File: src/rtl/fifo_frame_tx.sv
// fifo_frame_tx: pops payload bytes from an upstream FIFO and emits framed
// packets on a valid/ready byte stream. Each frame is a 0xA5 header (sof),
// an 8-bit sequence number, payload_len payload bytes, and a modulo-256
// checksum of the payload (eof).
module fifo_frame_tx #(
  parameter int payload_len = 4,
  parameter int fifo_width  = 8
) (
  input  logic                  clk,
  input  logic                  rstn,
  input  logic [fifo_width-1:0] fifo_data_out,
  input  logic                  fifo_empty,
  output logic                  fifo_read,
  output logic [fifo_width-1:0] tx_data,
  output logic                  tx_valid,
  input  logic                  tx_ready,
  output logic                  tx_sof,
  output logic                  tx_eof,
  output logic [7:0]            frame_cnt,
  output logic                  busy
);

  localparam logic [fifo_width-1:0] SOF_BYTE = fifo_width'(8'hA5);
  localparam logic [7:0]            LAST_IDX = 8'(payload_len - 1);

  typedef enum logic [2:0] {
    IDLE,
    HDR,
    SEQ,
    PAYLOAD,
    CSUM
  } state_t;

  state_t                state;
  state_t                state_next;

  logic [fifo_width-1:0] seq;
  logic [fifo_width-1:0] csum;
  logic [7:0]            byte_cnt;

  // The output register can take a new byte when it is empty or its current
  // byte is being accepted on this edge.
  logic                  out_free;

  logic                  load_byte;
  logic [fifo_width-1:0] load_val;
  logic                  load_sof;
  logic                  load_eof;
  logic                  clr_cnt;
  logic                  acc;
  logic                  frame_done;

  assign out_free = !tx_valid || tx_ready;
  assign busy     = (state != IDLE);

  // State register.
  always_ff @(posedge clk or negedge rstn) begin
    if (!rstn) begin
      state <= IDLE;
    end else begin
      state <= state_next;
    end
  end

  // Next-state decode plus the load/pop/accumulate controls for this edge.
  always_comb begin
    state_next = state;
    fifo_read  = 1'b0;
    load_byte  = 1'b0;
    load_val   = '0;
    load_sof   = 1'b0;
    load_eof   = 1'b0;
    clr_cnt    = 1'b0;
    acc        = 1'b0;
    frame_done = 1'b0;

    case (state)
      IDLE: begin
        if (!fifo_empty && out_free) begin
          state_next = HDR;
          load_byte  = 1'b1;
          load_val   = SOF_BYTE;
          load_sof   = 1'b1;
        end
      end

      HDR: begin
        if (out_free) begin
          state_next = SEQ;
          load_byte  = 1'b1;
          load_val   = seq;
        end
      end

      // Leaving SEQ loads nothing, which is the one bubble inside a frame.
      SEQ: begin
        if (out_free) begin
          state_next = PAYLOAD;
          clr_cnt    = 1'b1;
        end
      end

      PAYLOAD: begin
        if (out_free && !fifo_empty) begin
          fifo_read = 1'b1;
          load_byte = 1'b1;
          load_val  = fifo_data_out;
          acc       = 1'b1;
          if (byte_cnt == LAST_IDX) begin
            state_next = CSUM;
          end
        end
      end

      // tx_eof on a valid byte means the checksum is already loaded and only
      // its acceptance is awaited; otherwise the last payload byte is still
      // draining and the checksum goes in on the first free edge.
      CSUM: begin
        if (tx_valid && tx_eof) begin
          if (tx_ready) begin
            frame_done = 1'b1;
            state_next = IDLE;
          end
        end else if (out_free) begin
          load_byte = 1'b1;
          load_val  = csum;
          load_eof  = 1'b1;
        end
      end

      default: begin
        state_next = IDLE;
      end
    endcase
  end

  // Output byte register: load a new byte, or empty it once accepted.
  always_ff @(posedge clk or negedge rstn) begin
    if (!rstn) begin
      tx_data  <= '0;
      tx_valid <= 1'b0;
      tx_sof   <= 1'b0;
      tx_eof   <= 1'b0;
    end else if (load_byte) begin
      tx_data  <= load_val;
      tx_valid <= 1'b1;
      tx_sof   <= load_sof;
      tx_eof   <= load_eof;
    end else if (tx_valid && tx_ready) begin
      tx_valid <= 1'b0;
      tx_sof   <= 1'b0;
      tx_eof   <= 1'b0;
    end
  end

  // Payload byte counter, running checksum, sequence number and frame count.
  always_ff @(posedge clk or negedge rstn) begin
    if (!rstn) begin
      byte_cnt  <= '0;
      csum      <= '0;
      seq       <= '0;
      frame_cnt <= '0;
    end else begin
      if (clr_cnt) begin
        byte_cnt <= '0;
      end else if (acc) begin
        byte_cnt <= byte_cnt + 8'd1;
      end

      if (acc) begin
        csum <= csum + fifo_data_out;
      end else if (frame_done) begin
        csum <= '0;
      end

      if (frame_done) begin
        frame_cnt <= frame_cnt + 8'd1;
        seq       <= seq + 1'b1;
      end
    end
  end

  // A pop must only happen with data present and room in the output register.
  a_read_legal : assert property (@(posedge clk) disable iff (!rstn)
    fifo_read |-> (!fifo_empty && (!tx_valid || tx_ready)));

  // A stalled byte and its markers hold until accepted.
  a_stall_stable : assert property (@(posedge clk) disable iff (!rstn)
    (tx_valid && !tx_ready) |=>
      (tx_valid && $stable(tx_data) && $stable(tx_sof) && $stable(tx_eof)));

endmodule

File: config.mk
export PLATFORM = sky130hd
export DESIGN_NAME = fifo_frame_tx
export DESIGN_NICKNAME = d
export VERILOG_FILES = /design/src/rtl/fifo_frame_tx.sv
export SDC_FILE = /design/constraint.sdc
export NUM_CORES = 1
export LEC_CHECK = 0
export BUFFER_PORTS_ARGS = -buffer_cell sky130_fd_sc_hd__buf_2
export CAP_MARGIN = 20
export CORE_MARGIN = 10
export CORE_UTILIZATION = 25
export CTS_BUF_LIST = sky130_fd_sc_hd__clkbuf_8
export CTS_CLUSTER_SIZE = 28
export DETAILED_ROUTE_END_ITERATION = 10
export HOLD_SLACK_MARGIN = 0.05
export PLACE_DENSITY = 0.5
export SLEW_MARGIN = 20
export SYNTH_ARGS = -nofsm -noshare
export SYNTH_HDL_FRONTEND = slang
export SYNTH_SLANG_ARGS = --single-unit
File: constraint.sdc
create_clock -name clk -period 2.3 [get_ports clk]
set_clock_uncertainty 0.2 [all_clocks]
set_input_delay 0.46 -clock clk [delete_from_list [all_inputs] [get_ports clk]]
set_output_delay 0.46 -clock clk [all_outputs]
set_load 0.03 [all_outputs]
# Word level (Yosys, flattened, before mapping)
# Cells that the tools add are included.
# classes
muxes	33
n_reduce_logical	13
div	0
n_shift	0
mul	0
magnitude_cmp	0
bitwise	0
n_eq_ne	12
addsub	4
# op_table
operator	count
2-to-1 mux 8 bit	9
case mux 8 bit (4 select lines)	1
adder 8 x 1 -> 8 bit, second input constant	3
2-to-1 mux 3 bit	7
case mux 3 bit (5 select lines)	1
2-to-1 mux 1 bit	14
inequality test 2 bit, second input constant	7
adder 8 bit	1
== test 8 x 2 -> 1 bit, second input constant	1
AND reduction 7 bit	1
== test 3 x 2 -> 1 bit, second input constant	2
nonzero test 2 bit	3
== test 3 x 1 -> 1 bit, second input constant	1
== test 3 bit, second input constant	1
logical AND 1 bit	3
logical NOT 3 bit	1
case mux 1 bit (3 select lines)	1
nonzero test 3 bit	1
logical NOT 1 bit	2
OR reduction 2 bit	1
logical OR 1 bit	1
# word_totals
romBits	0
reg_bits	46
latch_bits	0
n_memories	0
mem_bits_rw	0
elab_cells	71

# Depth between registers and ports, before layout
# Gate-level depths: netlist of the first run.
# logic_depth
depth_word	7
ltp_mapped	7
ltp_nobuf	7

# Worst setup path after synthesis of the first run
# No wires, ideal clock.
# synth_path
kind	in2reg
from	input port fifo_data_out[0]
to	register csum[6]
stages	7
required_ns	1.970
path_buffers	0
arrival_ns	1.943
slack_ns	0.028
cell_sequence	ha_1 fa_1 a21o_1 a21o_1 a21oi_1 and4bb_2 nand3b_1
# synth_between
elab_chain_cells	2
# synth_lines
element	line	source
start: declaration	11	input logic [fifo_width-1:0] fifo_data_out,
adder 8 bit	171	csum <= csum + fifo_data_out;
2-to-1 mux 8 bit	170	if (acc) begin
end signal: assignment	171	
end: declaration	38	logic [fifo_width-1:0] csum;
# Every way passes these cells.
# A chain may end at the register's enable or synchronous reset.

# Worst setup path after layout of the first run
# layout_path
from	register state[2]
to	output port fifo_read
# layout_between
elab_chain_cells	2
# layout_lines
element	line	source
start: declaration	34	state_t state;
start signal: assignment	61	state <= state_next;
== test 3 x 2 -> 1 bit	77	case (state)
2-to-1 mux 1 bit	77	
end: declaration	13	output logic fifo_read,
# Every way passes these cells.

==> flow_metrics.tcl, run 1 <==
set metrics [dict create \
    std_cell_rows 36 \
    postSynthCellCount 219 \
    avgSynthCellArea_um2 11.46 \
    drc 0 \
    leakage_nw 1.516 \
    crit_path_end_kind "output pin" \
    io_buffer_count 32 \
    status "complete, no violations" \
    clk_pin_slew_worst_paths_ns 0.10 \
    synth_largest_area_cell "dfrtp_1" \
    max_slew_margin 0.5971 \
    area_delta_synth_final_pct 23.14 \
    hold_violations 0 \
    start_kind "flip-flop" \
    fillerInstances 1035 \
    period_share 0.9536 \
    start_util 0.2567 \
    crit_required_ns 1.64 \
    drv_cap 0 \
    cts_tree "yes" \
    final_max_slew_viol_count 0 \
    synth_enable_flop_cells 0 \
    cp_max_fo 5 \
    synthArstFlopShare 1.000 \
    chipWidth_um 120.2 \
    cts.sinks 46 \
    h-tree-depth 2 \
    core_um2 9774 \
    grt_overflow_total 0 \
    rsz0062_at_grt "no" \
    worst_pin_slew_ns 0.6043 \
    via_count 1825 \
    ys_types 51 \
    multi_input_area_um2 1284 \
    wire_per_inst_um 14.16 \
    antenna_left 0 \
    place.gp.congestion 0.7524 \
    synthTopCellsByCount "dfrtp_1 (46), nor2_1 (19), nand2_1 (16)" \
    pwr-share-seq 0.339 \
    power_density_nw_per_um2 1167 \
    clk_latency_ns 0.31 \
    ir_worst_vdd_mv 0.3562 \
    yosysMostFrequentCell "dfrtp_1" \
    cts_made_buffers 5 \
    yosys_warnings 0 \
    nets 295 \
    p_int_w 0.002151 \
    design_area_um2 3089 \
    hp-class "in -> async" \
    cts_hold_buf 0 \
    synth_top_cells_by_area "dfrtp_1 (46%), xor2_1 (5.2%), ha_1 (5.0%), a22o_1 (3.5%), xnor2_1 (3.5%)" \
    fin_setup_tns_ns 0 \
    final_layout_size_suffix_gt1_frac 0.2857 \
    power_switching_w 0.001453 \
    dp_hpwl_mm 4.210 \
    drt_first_pass_iters 4 \
    ios 33 \
    netlist.area_leader.share 0.4589 \
    synth_nets 242 \
    wl_mm 5.749 \
    seqCellArea_um2 1152 \
    synthFlopType "dfrtp_1" \
    drt-initial-drc-count 81 \
    synth.ff_latch_count 46 \
    fin_ws_ns 0.1068 \
    die_h_um 120.2 \
    crit_type "reg -> out" \
    switching_share 0.4033 \
    synth_area_um2 2509 \
    seq_area_frac_synth 0.4589 \
    clock.fmax_mhz 456.0 \
    antennaDiodeCount 0 \
    track_usage 0.08192 \
    first_global_vias 1882 \
    dieArea_um2 14440 \
    antenna_found_initial 0 \
    layout_min_cycle_time_ns 2.193 \
    postPlaceCellArea_um2 2899 \
    arrival_ns 1.53 \
    cts-root-buf "clkbuf_8" \
    clk_path_buf_depth 2 \
    grt_max_degree 47 \
    dp_slack_ns -0.1651 \
    viasPerCell 4.495 \
    final_util 0.3161 \
    clockPowerShare 0.177 \
    combPwrFrac 0.484 \
    finalSetupViolCount 0 \
    grt_pass1_wl_mm 9.632 \
]
-- critical path, stage by stage, from the launching register on --
cell and delay [ns]:
dfrtp_1 0.41, nand3b_1 0.23, nor3_4 0.26, buf_12 0.15
clkbuf_4 0.18
-- cell usage in the layout (no fill, tap or decap), drive strengths merged, types with 6 or more instances in the layout --
master	instances
xnor2	10
ha	10
a21oi	8
xor2	15
a22o	10
buf	51
nand2	16
nand4	9
dfrtp	46
nor2	20
clkbuf	6
a221o	8
-- power groups by stage --
stage	Combinational [W]	Sequential [W]	Clock, W
2_1_floorplan	0.00103	0.00140	0
3_3_place_gp	0.00167	0.00124	0
6_report	0.00174	0.00122	0.000639
3_5_place_dp	0.00170	0.00124	0
5_1_grt	0.00193	0.00126	0.000689
4_1_cts	0.00174	0.00122	0.000660
-- metrics by stage --
step           std cells  hold WS, ns  power (W)
5_1_grt              406      0.09266   0.003874
2_1_floorplan        219     -0.03559   0.002430
3_3_place_gp         393       0.2532   0.002907
3_5_place_dp         393       0.2576   0.002934
6_report             406      0.03100   0.003604
4_1_cts              403      0.05640   0.003622
-- registers in the layout (all words and copies together) (netlist names) --
| register | cells |
|---|---|
| byte_cnt | 8 |
| csum | 8 |
| frame_cnt | 8 |
| seq | 8 |
| state | 3 |
| tx_data | 8 |
| tx_eof | 1 |
| tx_sof | 1 |
| tx_valid | 1 |
-- metal layers --
metal / routed length (um) / track usage
met1: 2812 / 0.1038
met2: 2637 / 0.1307
met3: 227 / 0.02001
met4: 72 / 0.03394
met5: 0 / 0
-- path summary, 6_finish.rpt --
check                             start           end  slack, ns  cells past startpoint
max                            state[2]     fifo_read       0.11                      4
min                                rstn   byte_cnt[3]       0.03                      2
max reg2reg                     csum[0]       csum[6]       0.13                      7
min reg2reg                frame_cnt[7]  frame_cnt[7]       0.26                      1
max in group asynchronous          rstn      state[1]       1.43                      2
min in group clk           frame_cnt[7]  frame_cnt[7]       0.26                      1
-- cell families (layout without fill, tap and decap cells) --
logic type / after synthesis / after routing / share of synthesized area
adders and majority gates: 11 / 11 / 0.05786
DFF: 46 / 46 / 0.4589
and+or+nand+nor: 76 / 76 / 0.1925
muxes: 8 / 8 / 0.03342
buffers and inverters: 10 / 64 / 0.03192
xor gates and xnor gates: 25 / 25 / 0.08728
AOI/OAI and AO/OA: 43 / 43 / 0.1382
-- final cells by class --
type / count / share of cell area
Clock buffer: 5 / 0.02228
Clock inverter: 3 / 0.01580
Inverter: 3 / 0.003645
Multi-Input combinational cell: 163 / 0.4156
Sequential cell: 46 / 0.3730
Tap cell: 133 / 0.05387
Timing Repair Buffer: 53 / 0.1158
-- repair_timing --
item,4_1_cts,5_1_grt
buffers inserted,1,3
gates resized for setup,0,4
cloned,1,0
pin swaps,1,1
setup endpoints to repair,1,2
(Power assumes the default switching activity.)
==> run 2, diff against run 1 <==
Settings changed: CORE_ASPECT_RATIO from default to 1.5.
==> run 2 against run 1 <==
Utilization is 0.29 points lower. Hold slack got worse by 0.0080 ns. Setup slack worse by 0.023 ns. Sequential power grew 3%. Maximum frequency shrank 1.0%. Largest power group unchanged.
==> flow_metrics.tcl, run 2 (synthesis results as in run 1) <==
set metrics [dict create \
    cts_tree "yes" \
    grt_pass1_wl_mm 9.811 \
    final_layout_size_suffix_gt1_frac 0.2982 \
    std_cell_rows 44 \
    drc 0 \
    leakage_nw 1.513 \
    final_common_cell "dfrtp_1" \
    fillerInstances 994 \
    clock.fmax_mhz 451.2 \
    power.total_w 0.003513 \
    crit_type "reg -> out" \
    clk_pin_slew_worst_paths_ns 0.09 \
    final_max_slew_viol_count 0 \
    start_util 0.2574 \
    area_delta_synth_final_pct 21.65 \
    crit_required_ns 1.64 \
    crit_path_end_kind "output pin" \
    die_h_um 142.7 \
    first_global_vias 1933 \
    arrival_ns 1.56 \
    clk_latency_ns 0.31 \
    via_count 1885 \
    io_buffer_count 32 \
    core_um2 9744 \
    drt-initial-drc-count 45 \
    start_kind "flip-flop" \
    period_share 0.9636 \
    ios 33 \
    h-tree-depth 2 \
    r2r_cells 7 \
    nets 297 \
    clk_path_buf_depth 2 \
    cp_max_fo 10 \
    dieArea_um2 14520 \
    worst_pin_slew_ns 0.5983 \
    cts_made_buffers 5 \
    hold_violations 0 \
    cts-root-buf "clkbuf_8" \
    ir_worst_vdd_mv 0.3249 \
    dp_hpwl_mm 4.371 \
    track_usage 0.08571 \
    antenna_left 0 \
    power_density_nw_per_um2 1151 \
    drt_first_pass_iters 4 \
    max_slew_margin 0.6011 \
    rsz0062_at_grt "no" \
    design_area_um2 3052 \
    antenna_found_initial 0 \
    drv_cap 0 \
    finalSetupViolCount 0 \
    cts.sinks 46 \
    grt_overflow_total 0 \
    wire_per_inst_um 15.32 \
    layout_min_cycle_time_ns 2.216 \
    hp-class "in -> async" \
    wl_mm 5.973 \
    status "complete, no violations" \
    viasPerCell 4.833 \
    chipWidth_um 101.8 \
    postPlaceCellArea_um2 2869 \
    grt_max_degree 47 \
    place.gp.congestion 0.7830 \
    antennaDiodeCount 0 \
    final_cell_mix "dfrtp_1 (42), buf_2 (31), buf_4 (22)" \
]
-- run 2: cell count changes in the layout (fill, tap and decap cells not counted), sizes merged --
cell / delta
clkinvlp: -1
clkinv: +1
bufbuf: -1
clkbuf: +1
buf: +3
bufinv: -1
-- run 2: what timing repair did --
item / in CTS / in global routing
setup buffers: 1 / 6
setup endpoints to repair: 1 / 2
pin swaps: 0 / 1
hold buffers: 0 / 0
gates resized for setup: 3 / 4
cloned: 0 / 1
-- run 2: per-stage QoR --
stage | util | worst slack, ns | hold slack [ns] | instances | setup TNS, ns
final | 0.3132 | 0.08378 | 0.02299 | 390 | 0
after global routing | 0.3132 | 0.01654 | 0.07799 | 390 | 0
after CTS | 0.3051 | 0.01064 | 0.05542 | 383 | 0
after detailed placement | 0.2944 | -0.1716 | 0.2557 | 374 | -0.1716
after global placement | 0.2944 | -0.1517 | 0.2561 | 374 | -0.1517
after floorplan | - | 0.02780 | -0.03559 | 219 | 0
-- run 2: where the power goes --
| part | internal (W) | switching (W) | leakage [nW] |
|---|---|---|---|
| clock network | 0.000239 | 0.000284 | 0.0524 |
| registers | 0.00104 | 0.000224 | 0.600 |
| logic | 0.000794 | 0.000934 | 0.860 |
-- run 2: final cells by class --
class	instances	area, um2	share of cell area
clock buffer	6	82.58	0.02706
tap	115	143.9	0.04715
inverter	3	11.26	0.003690
sequential	46	1156	0.3788
clock inverter	2	8.758	0.002870
multi-input combinational	163	1284	0.4207
timing repair buffer	55	365.4	0.1197
-- run 2: final timing paths --
check                      slack, ns      endpoint              from
hold reg to reg                 0.27  frame_cnt[7]      frame_cnt[7]
hold / removal                  0.02    tx_data[1]              rstn
setup / recovery                0.08     fifo_read          tx_valid
min in group clk                0.24    tx_data[1]  fifo_data_out[1]
setup reg to reg                0.11       csum[6]           csum[0]
max in group asynchronous       1.42      state[2]              rstn
-- run 2: metal layers --
metal / up-vias / GRT usage / wire [um]
met5: - / 0 / 0
met4: 0 / 0.04082 / 152
met3: 7 / 0.01739 / 190
met2: 27 / 0.1515 / 3243
met1: 940 / 0.09484 / 2386
li1: 911 / - / -
-- run 2: critical path: stages (launching register included) --
cell and delay, ns:
dfrtp_2 0.44, and2b_2 0.26, nor3_4 0.23, buf_12 0.16, buf_4 0.16
